==> src/rtl/adder_pkg.sv <==
// Shared types, constants and a reference model for the serial adder.
package adder_pkg;

    localparam int unsigned DEFAULT_WIDTH = 4;

    // FSM encoding; 2'd3 is unreachable and decodes as IDLE.
    typedef logic [1:0] state_t;
    localparam state_t IDLE = 2'd0;
    localparam state_t RUN  = 2'd1;
    localparam state_t DONE = 2'd2;

    // Golden {cout, sum} for the default width.
    function automatic logic [DEFAULT_WIDTH:0] ref_add(
        input logic [DEFAULT_WIDTH-1:0] a,
        input logic [DEFAULT_WIDTH-1:0] b,
        input logic                     cin
    );
        logic [DEFAULT_WIDTH:0] r;
        r = {1'b0, a} + {1'b0, b} + {{DEFAULT_WIDTH{1'b0}}, cin};
        return r;
    endfunction

endpackage

==> src/rtl/fa_bit.sv <==
// Combinational full adder built from two half adders and an OR.
module fa_bit (
    input  logic a,
    input  logic b,
    input  logic ci,
    output logic s,
    output logic co
);

    logic s0;
    logic c0;
    logic c1;

    half_adder u_ha0 (.a(a),  .b(b),  .s(s0), .c(c0));
    half_adder u_ha1 (.a(s0), .b(ci), .s(s),  .c(c1));

    assign co = c0 | c1;

endmodule

==> src/rtl/half_adder.sv <==
// Single-bit half adder cell.
module half_adder (
    input  logic a,
    input  logic b,
    output logic s,
    output logic c
);

    assign s = a ^ b;
    assign c = a & b;

endmodule

==> src/rtl/serial_adder4.sv <==
// Bit-serial WIDTH-bit adder: one shared full-adder cell, LSB first,
// start/done handshake, result registered and held until the next completion.
module serial_adder4
    import adder_pkg::*;
#(
    parameter int unsigned WIDTH = DEFAULT_WIDTH
) (
    input  logic             clk,
    input  logic             rst_n,
    input  logic             start,
    input  logic [WIDTH-1:0] a,
    input  logic [WIDTH-1:0] b,
    input  logic             cin,
    output logic             busy,
    output logic             done,
    output logic [WIDTH-1:0] sum,
    output logic             cout
);

    localparam int unsigned CNT_W = $clog2(WIDTH);

    state_t             state;
    state_t             state_nxt;
    logic [WIDTH-1:0]   sa;
    logic [WIDTH-1:0]   sb;
    logic [WIDTH-1:1]   acc;
    logic [WIDTH-1:0]   acc_nxt;
    logic               carry;
    logic [CNT_W-1:0]   cnt;
    logic               fa_s;
    logic               fa_co;
    logic               load_c;
    logic               step_c;
    logic               last_c;

    fa_bit u_fa (
        .a  (sa[0]),
        .b  (sb[0]),
        .ci (carry),
        .s  (fa_s),
        .co (fa_co)
    );

    // New sum bit enters at the MSB; the lowest bit falls out into the result.
    assign acc_nxt = {fa_s, acc};

    assign busy = (state == RUN) || (state == DONE);

    always_comb begin
        state_nxt = state;
        load_c    = 1'b0;
        step_c    = 1'b0;
        last_c    = 1'b0;
        case (state)
            RUN: begin
                step_c = 1'b1;
                if (cnt == CNT_W'(WIDTH - 1)) begin
                    last_c    = 1'b1;
                    state_nxt = DONE;
                end
            end
            DONE: begin
                state_nxt = IDLE;
            end
            default: begin
                if (start) begin
                    load_c    = 1'b1;
                    state_nxt = RUN;
                end
            end
        endcase
    end

    always_ff @(posedge clk) begin
        if (!rst_n) begin
            state <= IDLE;
        end else begin
            state <= state_nxt;
        end
    end

    always_ff @(posedge clk) begin
        if (!rst_n) begin
            sa    <= '0;
            sb    <= '0;
            acc   <= '0;
            carry <= 1'b0;
            cnt   <= '0;
            sum   <= '0;
            cout  <= 1'b0;
            done  <= 1'b0;
        end else begin
            done <= last_c;
            if (load_c) begin
                sa    <= a;
                sb    <= b;
                carry <= cin;
                cnt   <= '0;
                acc   <= '0;
            end else if (step_c) begin
                sa    <= {1'b0, sa[WIDTH-1:1]};
                sb    <= {1'b0, sb[WIDTH-1:1]};
                carry <= fa_co;
                cnt   <= cnt + CNT_W'(1);
                acc   <= acc_nxt[WIDTH-1:1];
            end
            // Result registers move only on the completing bit.
            if (last_c) begin
                sum  <= acc_nxt;
                cout <= fa_co;
            end
        end
    end

endmodule

==> config.mk <==
export PLATFORM = sky130hd
export DESIGN_NAME = serial_adder4
export DESIGN_NICKNAME = d
export VERILOG_FILES = /design/src/rtl/adder_pkg.sv /design/src/rtl/fa_bit.sv /design/src/rtl/half_adder.sv /design/src/rtl/serial_adder4.sv
export SDC_FILE = /design/constraint.sdc
export NUM_CORES = 1
export LEC_CHECK = 0
export ABC_CLOCK_PERIOD_IN_PS = 3600
export CAP_MARGIN = 20
export CORE_ASPECT_RATIO = 0.7
export CORE_MARGIN = 5
export CORE_UTILIZATION = 53
export CTS_CLUSTER_SIZE = 24
export DETAILED_ROUTE_END_ITERATION = 8
export GPL_ROUTABILITY_DRIVEN = 0
export GPL_TIMING_DRIVEN = 0
export PLACE_DENSITY = 0.81
export SETUP_SLACK_MARGIN = 0.3
export SYNTH_ARGS = -nofsm -noshare
export SYNTH_HDL_FRONTEND = slang
export SYNTH_SLANG_ARGS = --single-unit
==> constraint.sdc <==
create_clock -name clk -period 3.6 [get_ports clk]
set_clock_uncertainty 0.2 [all_clocks]
set_input_delay 0.54 -clock clk [delete_from_list [all_inputs] [get_ports clk]]
set_output_delay 0.54 -clock clk [all_outputs]
set_load 0.1 [all_outputs]
---- Yosys cells after proc, flatten, opt, wreduce, memory -nomap -nowiden ----
Cells that the tools add are included.
word-level totals
  bits in registers ....................... 22
  input bits .............................. 12
  word-level logic and storage cells ...... 40
  output and inout port bits .............. 7
operators by class
  add/sub/neg operators ................... 1
  bitwise operators ....................... 6
  reductions and logical operators ........ 6
  multiplexer cells ....................... 14
  eq/ne operators ......................... 4
operators by type and width
  operator                                                                  count
  4-bit 2-to-1 mux                                                          4
  1-bit 2-to-1 mux                                                          7
  2-bit == test (second input constant)                                     2
  2-bit 2-to-1 mux                                                          2
  2-bit one-hot mux with 2 select lines                                     1
  2-bit OR reduction                                                        2
  3-bit nonzero test                                                        1
  2-bit by 1-bit adder with 2-bit output (second input constant)            1
  1-bit bitwise AND                                                         2
  2-bit by 1-bit == test with 1-bit output (second input constant)          1
  2-bit by 1-bit inequality test with 1-bit output (second input constant)  1
  2-bit AND reduction                                                       1
  2-bit nonzero test                                                        1
  1-bit bitwise XOR                                                         2
  1-bit logical OR                                                          1
  1-bit inverter                                                            1
  1-bit OR                                                                  1

---- Logic depth before layout (Yosys ltp) ----
Gate-level depths: netlist of the first run.
  word-level depth ........................ 5
  depth in mapped cells ................... 7
  depth with buffers taken out ............ 5

---- Hierarchy ----
Synthesis of the first run repeated with hierarchy kept, for this count alone.
unflattened totals
  cell total of the unflattened synthesis .. 101
  area total of the unflattened synthesis .. 1013.5 µm²
by module, submodules not included
  module         cells an instance  area an instance (µm²)  times used
  serial_adder4  98                 982.2                   1
  half_adder     1                  12.5                    2
  fa_bit         1                  6.3                     1

---- Least setup slack after synthesis of the first run ----
Ideal clock, no wire load.
  kind .................................... reg2out
  from .................................... reg state[0]
  to ...................................... out busy
  stages on the path, launching flop included .. 4
  slack ................................... 1510 ps
  path buffers ............................ 0
  arrival time ............................ 1350 ps
  cell sequence ........................... dfxtp_1 inv_1 ha_1 inv_1
between the ends
  longest elaborated chain between the ends .. 2
ends and longest elaborated chain
  what                                                                       RTL line             RTL
  start: declaration                                                         serial_adder4.sv:22  state_t state;
  start signal: assignment                                                   serial_adder4.sv:78  state <= state_nxt;
  2-bit by 1-bit == test with 1-bit output or 2-bit == test (tied branches)  serial_adder4.sv:47  assign busy = (state == RUN) || (state == DONE);
  1-bit logical OR (*)                                                       serial_adder4.sv:47
  end: declaration                                                           serial_adder4.sv:14  output logic busy,
Mark *: on every way between the ends. The rest lies on a longest branch, timed or not.

---- Worst setup path in the final report of the first run ----
Same ends and word-level chain as after synthesis.

==> results by stage, run 1 <==
Finish:
- The number of antenna diodes in the final layout is 0.
- The total number of nets in the final design is 138.
- The non-filler instance count after layout is 142.
- Compared with the post-synthesis result, the final layout area differs by 24.97%.
- The share of post-route cells with drive strength above 1 is 0.09167.
- The combined area of the multi-input logic cells is 484.2 sq um.
- Once layout is complete, the utilization of the core stands at 0.6875.
- The number of filler instances in the final layout is 160.
- The footprint of the flip-flops and latches is 440.4 sq um.
- The final standard cell area without fillers is 1252 sq um.

Synthesis:
- The Yosys step of the flow raised 0 warnings.
- Dividing the synthesized area by the synthesized cell count gives 10.12 sq um.
- The share of the Yosys chip area taken by registers is 0.4395.
- The number of flip-flops and latches in the synthesized netlist is 22.
- The post-synthesis cell area is 1002 sq um.
- Synthesis produced a netlist with a net count of 116.
- After technology mapping, the gate count stands at 99.
- Yosys mapped the design onto 20 distinct sky130hd cell types.

GRT:
- Entering global routing, the biggest net connects 14 pins.
- The via count of the first global-routing pass is 710.
- The initial antenna violation count came to 0.
- The final global-route overflow total is 0.
- The global-route wire length before repair is 3111 um.
- The total global routing track utilization is 0.1483.

Power:
- The maximum VDD drop is 0.0004658 V.
- For this design the ratio of total power to cell area is 454.3 nW/um^2.
- For this design the static power due to leakage is 0.5502 nW.
- The power after layout is 569.0 uW.

Worst setup path:
- The category of the critical setup timing path is register to primary output.
- The data arrival time of the critical path is 2320 ps.
- The required arrival time at the worst endpoint is 2860 ps.
- The highest fanout seen on the critical path is 5.
- For flop-to-flop paths, the worst setup slack is 1920 ps.
- The nature of the critical path startpoint is a register.
- The worst setup path is captured at a primary output.

CTS:
- The count of clock tree sinks is 22.
- In this run, CTS created clock tree buffers numbering 3.
- The CTS root buffer is sky130_fd_sc_hd__clkbuf_4.
- The insertion delay to the later sink of the worst-skew pair is 300 ps.
- After clock tree synthesis, the clock-pin slew on the worst setup and hold paths is 110 ps.
- The TritonCTS clock tree is built.
- CTS built an H-tree with a depth of 1.
- The post-CTS setup buffer count is 0.
- The post-cts hold buffer count is 0.
- In this run, post-CTS repair resized a total of 0 instances.
- The clock passes through at most 2 buffers.

Drt:
- The number of design-rule violations left by the first detailed-router iteration is 23.
- The detailed-route vias per instance is 5.120.
- The count of antenna-violating nets left after detailed routing is 0.
- Dividing the detail-routed wire length by the instance count gives 12.74 um.
- In the routed design, unresolved DRC markers number 0.
- The number of optimization iterations in the first detailed-route pass is 4.
- The total number of vias is 727.
- The total wire length is 1809 um.

Timing:
- On the final layout, the worst hold slack is 267.6 ps.
- Based on the critical path, the design can be clocked at up to 0.3265 GHz.
- The portion of the clock cycle consumed by the worst path in the final layout is 0.8509.
- Setup repair after global routing left no endpoint under its margin.
- In this run the tightest slew margin relative to its limit is 0.3444.
- The setup TNS is 0 ps.
- The transition at the pin with the smallest max-transition slack is 980.3 ps.
- The count of pins over their slew limit is 0.
- The hold violation count in the final report is 0.
- Setup slack closes at 536.8 ps.
- Subtracting the final worst setup slack from the clock period gives 3063 ps.
- Setup violations remaining at the end of the flow were counted as 0.

Run status:
- The run finished with clean final reports.

Floorplan:
- The height of the chip is 46.38 um.
- The initial core utilization is 0.5501.
- The overall die area is 2874 sq um.
- The floorplan has 13 rows.
- The chip width is 61.98 um.
- The floorplan step defined a core boundary enclosing 1822 sq um.
- During I/O placement, the number of pins put on the boundary was 19.

Place:
- The post-placement cell count is 138.
- The detailed-placement wirelength estimate is 1375 um.
- The number of buffers added on ports is 17.
- The post-place instance area is 1200 sq um.
- The setup slack after placement is 875.8 ps.

Hold path:
- In this run the worst hold path is classified as register to register.

Job:
- The tool flagged a number of max-cap violations equal to 0.
-- report_power, final --
part	internal [mW]	switching, mW	total [mW]
Combinational	0.0583	0.0579	0.116
Sequential	0.258	0.00968	0.267
Clock	0.113	0.0731	0.186
Total	0.428	0.141	0.569
-- Yosys cell counts --
cell type                  number  area share
sky130_fd_sc_hd__o21ai_0        2       0.010
sky130_fd_sc_hd__nand2_1       16       0.060
sky130_fd_sc_hd__fa_1           1       0.020
sky130_fd_sc_hd__dfxtp_1       22        0.44
sky130_fd_sc_hd__buf_2          2       0.010
sky130_fd_sc_hd__buf_12         1       0.020
sky130_fd_sc_hd__mux2i_1       12        0.12
sky130_fd_sc_hd__nor2_1         6       0.022
sky130_fd_sc_hd__o211a_1        7       0.070
sky130_fd_sc_hd__nand3b_1       2       0.015
sky130_fd_sc_hd__ha_1           4       0.050
sky130_fd_sc_hd__nand3_1        7       0.035
sky130_fd_sc_hd__a21boi_0       6       0.045
sky130_fd_sc_hd__inv_1          3       0.011
sky130_fd_sc_hd__a21boi_1       2       0.015
sky130_fd_sc_hd__and3_1         1      0.0062
sky130_fd_sc_hd__xnor2_1        1      0.0087
sky130_fd_sc_hd__nand2_2        1      0.0062
sky130_fd_sc_hd__buf_6          2       0.022
sky130_fd_sc_hd__clkbuf_8       1       0.014
-- state kept, by name, summed over array words and instances, names as in the netlist --
signal / flops
sa: 4
sb: 4
sum: 4
acc: 3
cnt: 2
state: 2
carry: 1
cout: 1
done: 1
-- final timing paths --
path	startpoint	end	cells past startpoint
worst min-delay path	sum[3]$_SDFFE_PN0P_	sum[3]$_SDFFE_PN0P_	2
worst max register to register	state[0]$_SDFFE_PN0P_	sb[1]$_SDFFE_PN0P_	5
worst max-delay path	state[0]$_SDFFE_PN0P_	busy	4
worst min register to register	sum[3]$_SDFFE_PN0P_	sum[3]$_SDFFE_PN0P_	2
-- final cells by class --
cell class                 count  share of cell area
tap                           22             0.02198
inverter                       3            0.008991
multi-input combinational     68              0.3866
buffer                         6             0.05295
timing repair buffer          17              0.1359
clock inverter                 1             0.02398
clock buffer                   3             0.01798
sequential                    22              0.3516
-- routing by layer --
layer	wire length (um)	global-route usage	share of wire
met5	0	0	0
met4	12	0.03814	0.0066
met3	100	0.05322	0.055
met2	827	0.2355	0.46
met1	869	0.1906	0.48
-- cell families after synthesis --
logic type               Yosys count  synth area share
AO/OA/AOI/OAI                     17            0.1398
AND/OR/NAND/NOR                   33            0.1448
flip-flops                        22            0.4394
buffers and inverters              9           0.07740
XOR/XNOR                           1          0.008741
adder cells (fa/ha/maj)            5           0.06992
multiplexers                      12            0.1199
-- cell usage in the layout, fill, tap and decap left out, types with 2 or more instances in the layout --
| cell | instances |
|---|---|
| sky130_fd_sc_hd__dfxtp_1 | 22 |
| sky130_fd_sc_hd__clkdlybuf4s50_1 | 17 |
| sky130_fd_sc_hd__nand2_1 | 16 |
| sky130_fd_sc_hd__mux2i_1 | 12 |
| sky130_fd_sc_hd__nand3_1 | 7 |
| sky130_fd_sc_hd__o211a_1 | 7 |
| sky130_fd_sc_hd__nor2_1 | 6 |
| sky130_fd_sc_hd__a21boi_0 | 6 |
| sky130_fd_sc_hd__ha_1 | 4 |
| sky130_fd_sc_hd__inv_1 | 3 |
| sky130_fd_sc_hd__clkbuf_4 | 3 |
| sky130_fd_sc_hd__buf_2 | 2 |
| sky130_fd_sc_hd__buf_6 | 2 |
| sky130_fd_sc_hd__o21ai_0 | 2 |
| sky130_fd_sc_hd__nand3b_1 | 2 |
| sky130_fd_sc_hd__a21boi_1 | 2 |
-- critical path: stages, from the launching register on --
cell and delay (ps):
sky130_fd_sc_hd__dfxtp_1 400, sky130_fd_sc_hd__inv_1 60, sky130_fd_sc_hd__ha_1 360, sky130_fd_sc_hd__inv_1 70, sky130_fd_sc_hd__clkdlybuf4s50_1 1120
Power figures use the tool's default switching activity.
==> run 2, diff against run 1 <==
--- a/config.mk
+++ b/config.mk
@@ -16,6 +16,7 @@
 export GPL_TIMING_DRIVEN = 0
 export PLACE_DENSITY = 0.81
 export SETUP_SLACK_MARGIN = 0.3
+export SLEW_MARGIN = 5
 export SYNTH_ARGS = -nofsm -noshare
 export SYNTH_HDL_FRONTEND = slang
 export SYNTH_SLANG_ARGS = --single-unit
==> results of run 2 <==
No change in the layout: final DEF, timing and power equal those of run 1.
